File: src/rtl/stack_alu_engine_pkg.sv
// Shared definitions for the stack ALU engine: opcodes, FSM states and operand-count helpers.
package stack_alu_engine_pkg;

  localparam logic [4:0] OP_NOP   = 5'd0;
  localparam logic [4:0] OP_PUSH  = 5'd1;
  localparam logic [4:0] OP_POP   = 5'd2;
  localparam logic [4:0] OP_ADD   = 5'd3;
  localparam logic [4:0] OP_SUB   = 5'd4;
  localparam logic [4:0] OP_MUL   = 5'd5;
  localparam logic [4:0] OP_DIV   = 5'd6;
  localparam logic [4:0] OP_AND   = 5'd7;
  localparam logic [4:0] OP_NAND  = 5'd8;
  localparam logic [4:0] OP_OR    = 5'd9;
  localparam logic [4:0] OP_XOR   = 5'd10;
  localparam logic [4:0] OP_CMP   = 5'd11;
  localparam logic [4:0] OP_NOT   = 5'd12;
  localparam logic [4:0] OP_IF_EQ = 5'd13;
  localparam logic [4:0] OP_IF_GT = 5'd14;
  localparam logic [4:0] OP_IF_LT = 5'd15;
  localparam logic [4:0] OP_IF_GE = 5'd16;
  localparam logic [4:0] OP_IF_LE = 5'd17;

  typedef enum logic [2:0] {
    ST_IDLE,
    ST_POP_A,
    ST_POP_B,
    ST_EXEC,
    ST_WB
  } state_t;

  // Illegal opcodes report zero so they never trip the underflow check.
  function automatic logic [1:0] operands_needed(input logic [4:0] op);
    if (op == OP_NOP || op == OP_PUSH || op > OP_IF_LE) return 2'd0;
    if (op == OP_POP || op == OP_NOT) return 2'd1;
    return 2'd2;
  endfunction

  function automatic logic is_if_op(input logic [4:0] op);
    return (op >= OP_IF_EQ) && (op <= OP_IF_LE);
  endfunction

endpackage

File: src/rtl/stack_alu_engine_ula.sv
// Combinational ALU: unsigned arithmetic/logic results, IF_xx condition and divide-by-zero flag.
module stack_alu_ula
  import stack_alu_engine_pkg::*;
#(
  parameter int WIDTH = 16
) (
  input  logic [4:0]       op,
  input  logic [WIDTH-1:0] op1,
  input  logic [WIDTH-1:0] op2,
  output logic [WIDTH-1:0] result,
  output logic             cond,
  output logic             div0
);

  always_comb begin
    result = '0;
    cond   = 1'b0;
    div0   = 1'b0;
    case (op)
      OP_ADD:  result = op1 + op2;
      OP_SUB:  result = op1 - op2;
      OP_MUL:  result = op1 * op2;
      OP_DIV: begin
        // Division by zero saturates to all-ones rather than producing X.
        if (op2 == '0) begin
          result = '1;
          div0   = 1'b1;
        end else begin
          result = op1 / op2;
        end
      end
      OP_AND:  result = op1 & op2;
      OP_NAND: result = ~(op1 & op2);
      OP_OR:   result = op1 | op2;
      OP_XOR:  result = op1 ^ op2;
      OP_CMP: begin
        if (op1 == op2)     result = '0;
        else if (op1 > op2) result = {{(WIDTH-1){1'b0}}, 1'b1};
        else                result = '1;
      end
      OP_NOT:   result = ~op1;
      OP_IF_EQ: cond = (op1 == op2);
      OP_IF_GT: cond = (op1 > op2);
      OP_IF_LT: cond = (op1 < op2);
      OP_IF_GE: cond = (op1 >= op2);
      OP_IF_LE: cond = (op1 <= op2);
      default: ;
    endcase
  end

endmodule

File: src/rtl/stack_alu_engine.sv
// Stack-based ALU engine: command handshake, operand stack, sequencing FSM and error pulses.
module stack_alu_engine
  import stack_alu_engine_pkg::*;
#(
  parameter int WIDTH = 16,
  parameter int DEPTH = 16
) (
  input  logic                     clk,
  input  logic                     reset,
  input  logic                     cmd_valid,
  output logic                     cmd_ready,
  input  logic [4:0]               cmd_op,
  input  logic [WIDTH-1:0]         cmd_data,
  output logic [WIDTH-1:0]         tos,
  output logic [$clog2(DEPTH):0]   count,
  output logic                     res_valid,
  output logic [WIDTH-1:0]         result,
  output logic                     cond,
  output logic                     err_ovf,
  output logic                     err_unf,
  output logic                     err_div0,
  output logic                     err_ill,
  output state_t                   dbg_state
);

  localparam int AW = $clog2(DEPTH);
  localparam int CW = AW + 1;
  localparam logic [CW-1:0] FULL = CW'(DEPTH);

  // Handshake: a command transfers on a rising edge where cmd_valid && cmd_ready;
  // cmd_ready is high only in IDLE and a command offered while it is low is dropped, not queued.

  state_t           state;
  logic [AW-1:0]    sp;
  logic [WIDTH-1:0] mem [DEPTH];
  logic [WIDTH-1:0] temp1, temp2;
  logic [4:0]       op_q;
  logic [WIDTH-1:0] top_entry;
  logic [WIDTH-1:0] alu_result;
  logic             alu_cond, alu_div0;
  logic             accept, cmd_legal, cmd_unf, stack_full;
  logic             idle_push, wb_push, mem_we;
  logic [WIDTH-1:0] mem_wdata;

  assign dbg_state  = state;
  assign top_entry  = mem[sp - 1'b1];
  assign tos        = (count == '0) ? '0 : top_entry;

  assign accept     = cmd_valid && cmd_ready;
  assign cmd_legal  = (cmd_op <= OP_IF_LE);
  assign cmd_unf    = (count < CW'(operands_needed(cmd_op)));
  assign stack_full = (count == FULL);

  assign idle_push  = accept && (cmd_op == OP_PUSH) && !stack_full;
  assign wb_push    = (state == ST_EXEC) && !is_if_op(op_q);
  assign mem_we     = idle_push || wb_push;
  assign mem_wdata  = wb_push ? alu_result : cmd_data;

  stack_alu_ula #(.WIDTH(WIDTH)) u_ula (
    .op     (op_q),
    .op1    (temp1),
    .op2    (temp2),
    .result (alu_result),
    .cond   (alu_cond),
    .div0   (alu_div0)
  );

  // Storage is deliberately not reset; count gates every read.
  always_ff @(posedge clk) begin
    if (mem_we) mem[sp] <= mem_wdata;
  end

  always_ff @(posedge clk or negedge reset) begin
    if (!reset) begin
      state     <= ST_IDLE;
      sp        <= '0;
      count     <= '0;
      temp1     <= '0;
      temp2     <= '0;
      op_q      <= OP_NOP;
      result    <= '0;
      cond      <= 1'b0;
      cmd_ready <= 1'b0;
      res_valid <= 1'b0;
      err_ovf   <= 1'b0;
      err_unf   <= 1'b0;
      err_div0  <= 1'b0;
      err_ill   <= 1'b0;
    end else begin
      res_valid <= 1'b0;
      err_ovf   <= 1'b0;
      err_unf   <= 1'b0;
      err_div0  <= 1'b0;
      err_ill   <= 1'b0;
      case (state)
        ST_IDLE: begin
          cmd_ready <= 1'b1;
          if (accept) begin
            op_q <= cmd_op;
            if (!cmd_legal) begin
              err_ill <= 1'b1;
            end else if (cmd_unf) begin
              err_unf <= 1'b1;
            end else begin
              case (cmd_op)
                OP_NOP: ;
                OP_PUSH: begin
                  if (stack_full) begin
                    err_ovf <= 1'b1;
                  end else begin
                    sp    <= sp + 1'b1;
                    count <= count + 1'b1;
                  end
                end
                OP_POP: begin
                  sp    <= sp - 1'b1;
                  count <= count - 1'b1;
                end
                OP_NOT: begin
                  state     <= ST_POP_A;
                  cmd_ready <= 1'b0;
                end
                default: begin
                  state     <= ST_POP_B;
                  cmd_ready <= 1'b0;
                end
              endcase
            end
          end
        end
        ST_POP_B: begin
          temp2 <= top_entry;
          sp    <= sp - 1'b1;
          count <= count - 1'b1;
          state <= ST_POP_A;
        end
        ST_POP_A: begin
          temp1 <= top_entry;
          sp    <= sp - 1'b1;
          count <= count - 1'b1;
          state <= ST_EXEC;
        end
        ST_EXEC: begin
          // Results land on the edge into WB so the WB cycle shows the completed state.
          state     <= ST_WB;
          res_valid <= 1'b1;
          if (is_if_op(op_q)) begin
            cond <= alu_cond;
          end else begin
            result   <= alu_result;
            err_div0 <= alu_div0;
            sp       <= sp + 1'b1;
            count    <= count + 1'b1;
          end
        end
        ST_WB: begin
          state     <= ST_IDLE;
          cmd_ready <= 1'b1;
        end
        default: state <= ST_IDLE;
      endcase
    end
  end

endmodule

File: config.mk
export PLATFORM = sky130hd
export DESIGN_NAME = stack_alu_engine
export DESIGN_NICKNAME = d
export VERILOG_FILES = /design/src/rtl/stack_alu_engine_pkg.sv /design/src/rtl/stack_alu_engine_ula.sv /design/src/rtl/stack_alu_engine.sv
export SDC_FILE = /design/constraint.sdc
export NUM_CORES = 1
export LEC_CHECK = 0
export ABC_CLOCK_PERIOD_IN_PS = 33500
export BUFFER_PORTS_ARGS = -buffer_cell sky130_fd_sc_hd__buf_2
export CORE_MARGIN = 1.5
export CORE_UTILIZATION = 36
export CTS_BUF_LIST = sky130_fd_sc_hd__clkbuf_16
export CTS_CLUSTER_SIZE = 10
export DETAILED_ROUTE_END_ITERATION = 10
export SLEW_MARGIN = 10
export SYNTH_ARGS = -nofsm -noshare
export SYNTH_HDL_FRONTEND = slang
export SYNTH_HIERARCHICAL = 1
export SYNTH_SLANG_ARGS = --single-unit
File: constraint.sdc
create_clock -name clk -period 33.5 [get_ports clk]
set_clock_uncertainty 0.1 [all_clocks]
set_input_delay 3.35 -clock clk [delete_from_list [all_inputs] [get_ports clk]]
set_output_delay 3.35 -clock clk [all_outputs]
set_load 0.02 [all_outputs]
==> flow_summary.ini <==
[run_status]
outcome = completed

[routing]
routedWlPerCell_um = 24.0
vias_per_cell = 5.85
ant_nets = 0
dr.pass1.iters = 6
drt_iter0_markers = 1994
drc = 0
totalWireLength_um = 88900
routed-via-count = 21655

[yosys]
ys_types = 107
synth.area.mux_share_pct = 6.91
ys_ff_latch = 328
synth_edf_count = 256
synth_compound_area_share_pct = 15.9
syn-cell-area_um2 = 26600
synth_top_area_share_pct = 28.9
yosysTopAreaCell = edfxtp_1
synth_fa_ha_area_share_pct = 17.6
yosys_warnings = 6
synthXorXnorAreaFrac_pct = 4.05
yosys-top-cells-area = edfxtp_1, ha_1, dfrtp_1
ys_async_sr_fraction_pct = 22.0
synthSimpleGateAreaFrac_pct = 15.0
ys_seq_area_share_pct = 35.7
syn_area_per_cell_um2 = 9.92
synth_fp_nets = 3028
synth-main-ff-cell = edfxtp_1
synthCells = 2679
synth_top_family_by_area = adder cells

[placed_design]
gp_congestion = 0.992
placed_cells = 3640
post-dp-hpwl_um = 64900
portBuffers = 70
pre_cts_ws_ns = 2.21

[clock_tree]
clk_latency_ns = 0.53
clockBufferDepth = 3
cts_made_buffers = 39
clk_pin_slew_ns = 0.05
tritoncts = yes
cts.sinks = 328
htreeDepth = 2
cts_root_buf = clkbuf_16

[finish]
nNetsFinal = 3071
instances_no_fill = 3703
layout_commonest_cell = nand2_1
synthToLayoutAreaGrowth_pct = 9.89
drive_above_1_share_pct = 12.7
final_cell_mix = nand2_1, edfxtp_1, ha_1
fillers = 7103

[flow_run]
cap_violations = 0

[setup_path]
path_class = flip-flop to flip-flop
crit_slowest_cell = nor4_4
cp-end-kind = flip-flop
cp.required_ns = 33.55
max_stage_delay_ns = 0.70
crit_arrival_ns = 30.97
cp_common_cell = ha_1
crit_fanout = 18
critPathLaunchType = flip-flop

[floorplan]
die_h_um = 275
num_io_pins = 71
die-area_um2 = 75400
start_util_pct = 36.4
coreArea_um2 = 73000
die_width_um = 275
rows = 99

[timing]
hold_viol = 0
finalWorstPathRequiredPeriod_ns = 30.92
hold_ws_ns = 0.369
drv_slew = 0
setup_ws_ns = 2.58
slew_headroom_pct = 28.1
rsz0062_at_grt = false
max_freq_mhz = 32.3
setup_viol = 0
period_share_pct = 92.3
tns_ns = 0
tightest_slew_ns = 1.05

[grt]
grt_pass1_wl_um = 135000
antenna_found_initial = 0
grt_overflow = 0
grt_pass1_vias = 21663
grt_max_degree = 73
track_usage_pct = 23.6

[worst_hold_path]
hold_class = flip-flop to flip-flop
## kinds of logic after synthesis
logic type                 after synthesis
AOI/OAI and AO/OA                      610
xor gates and xnor gates               122
adders and majority gates              325
buffers and inverters                  311
DFF                                    328
muxes                                  100
and+or+nand+nor                        883
## metrics by stage
stage | cell area (um2) | utilization, %
floorplan | 26600 | -
global placement | 28100 | 38.5
detailed placement | 28100 | 38.5
CTS | 29200 | 40.0
global route | 29200 | 40.0
finish | 29200 | 40.0
## worst max-delay path: cells and delay by family (launching register included)
kind | cells | cell delay (ns)
buffers and inverters | 6 | 0.69
flip-flops | 1 | 0.58
multiplexers | 2 | 0.86
AND/OR/NAND/NOR | 33 | 8.36
adder cells (fa/ha/maj) | 15 | 4.80
AO/OA/AOI/OAI | 57 | 15.07
## flip-flops by register name, summed over array words and instances, names as in the netlist, 3 cells and up
register,cells
temp2,16
mem,256
temp1,16
count,5
dbg_state,3
sp,4
op_q,5
result,16
## metal layers
metal | wire length, um | part of all wire [%] | GRT usage [%] | vias up
met1 | 36700 | 41 | 30.8 | 10772
li1 | - | - | - | 9802
met5 | 0 | 0 | 0 | -
met2 | 42100 | 47 | 39.6 | 902
met4 | 3580 | 4.0 | 9.04 | 0
met3 | 6430 | 7.2 | 3.39 | 179
## worst paths after layout
| kind | startpoint | endpoint | slack (ns) | depth (start not counted) |
|---|---|---|---|---|
| worst max register to register | temp2[11]$_DFFE_PN0P_ | mem[13][0]$_DFFE_PP_ | 2.58 | 113 |
| worst max-delay path | temp2[11]$_DFFE_PN0P_ | mem[13][0]$_DFFE_PP_ | 2.58 | 113 |
| min in group asynchronous | reset | count[3]$_DFFE_PN0P_ | 2.86 | 1 |
| worst min register to register | result[1]$_DFFE_PN0P_ | result[1]$_DFFE_PN0P_ | 0.37 | 2 |
| max in group asynchronous | reset | sp[0]$_DFFE_PN0P_ | 29.73 | 1 |
| worst min-delay path | result[1]$_DFFE_PN0P_ | result[1]$_DFFE_PN0P_ | 0.37 | 2 |
## cells in the mapped netlist, types with 15 or more instances
cell type and number:
xor2_1 40, buf_2 20, o21bai_1 16, nand2_1 397, o21a_1 43, a31oi_1 22
and3_1 15, nand3_1 53, nor2_1 220, inv_1 182, edfxtp_1 256, a21oi_1 116
mux2_2 24, a211oi_1 20, o21ai_1 25, mux4_2 64, o221ai_1 16, nand2b_1 21
nor3_1 53, nand4_1 16, ha_1 243, or3_1 23, dfrtp_1 72, xnor2_1 81
o211ai_1 34, o22ai_1 18, a21o_1 36, clkbuf_1 91, fa_1 82, o21ai_0 120
## timing repair
item | 4_1_cts | 5_1_grt
buffers inserted | 0 | 0
gates resized for setup | 0 | 5
endpoints found under the setup margin | 0 | 17
hold buffers | 0 | 0
## final cells by class
class	count	area (um2)	share of cell area, %
antenna	1	2.50	0.00857
timing repair buffer	127	781	2.67
multi-input combinational	2040	15900	54.5
clock buffer	41	1030	3.51
tap	959	1200	4.11
clock inverter	21	82.6	0.283
inverter	186	698	2.39
sequential	328	9490	32.5
Power is left out: the tool's default activity adds up to more than one toggle a clock period on the data nets, which glitch-free logic cannot reach.
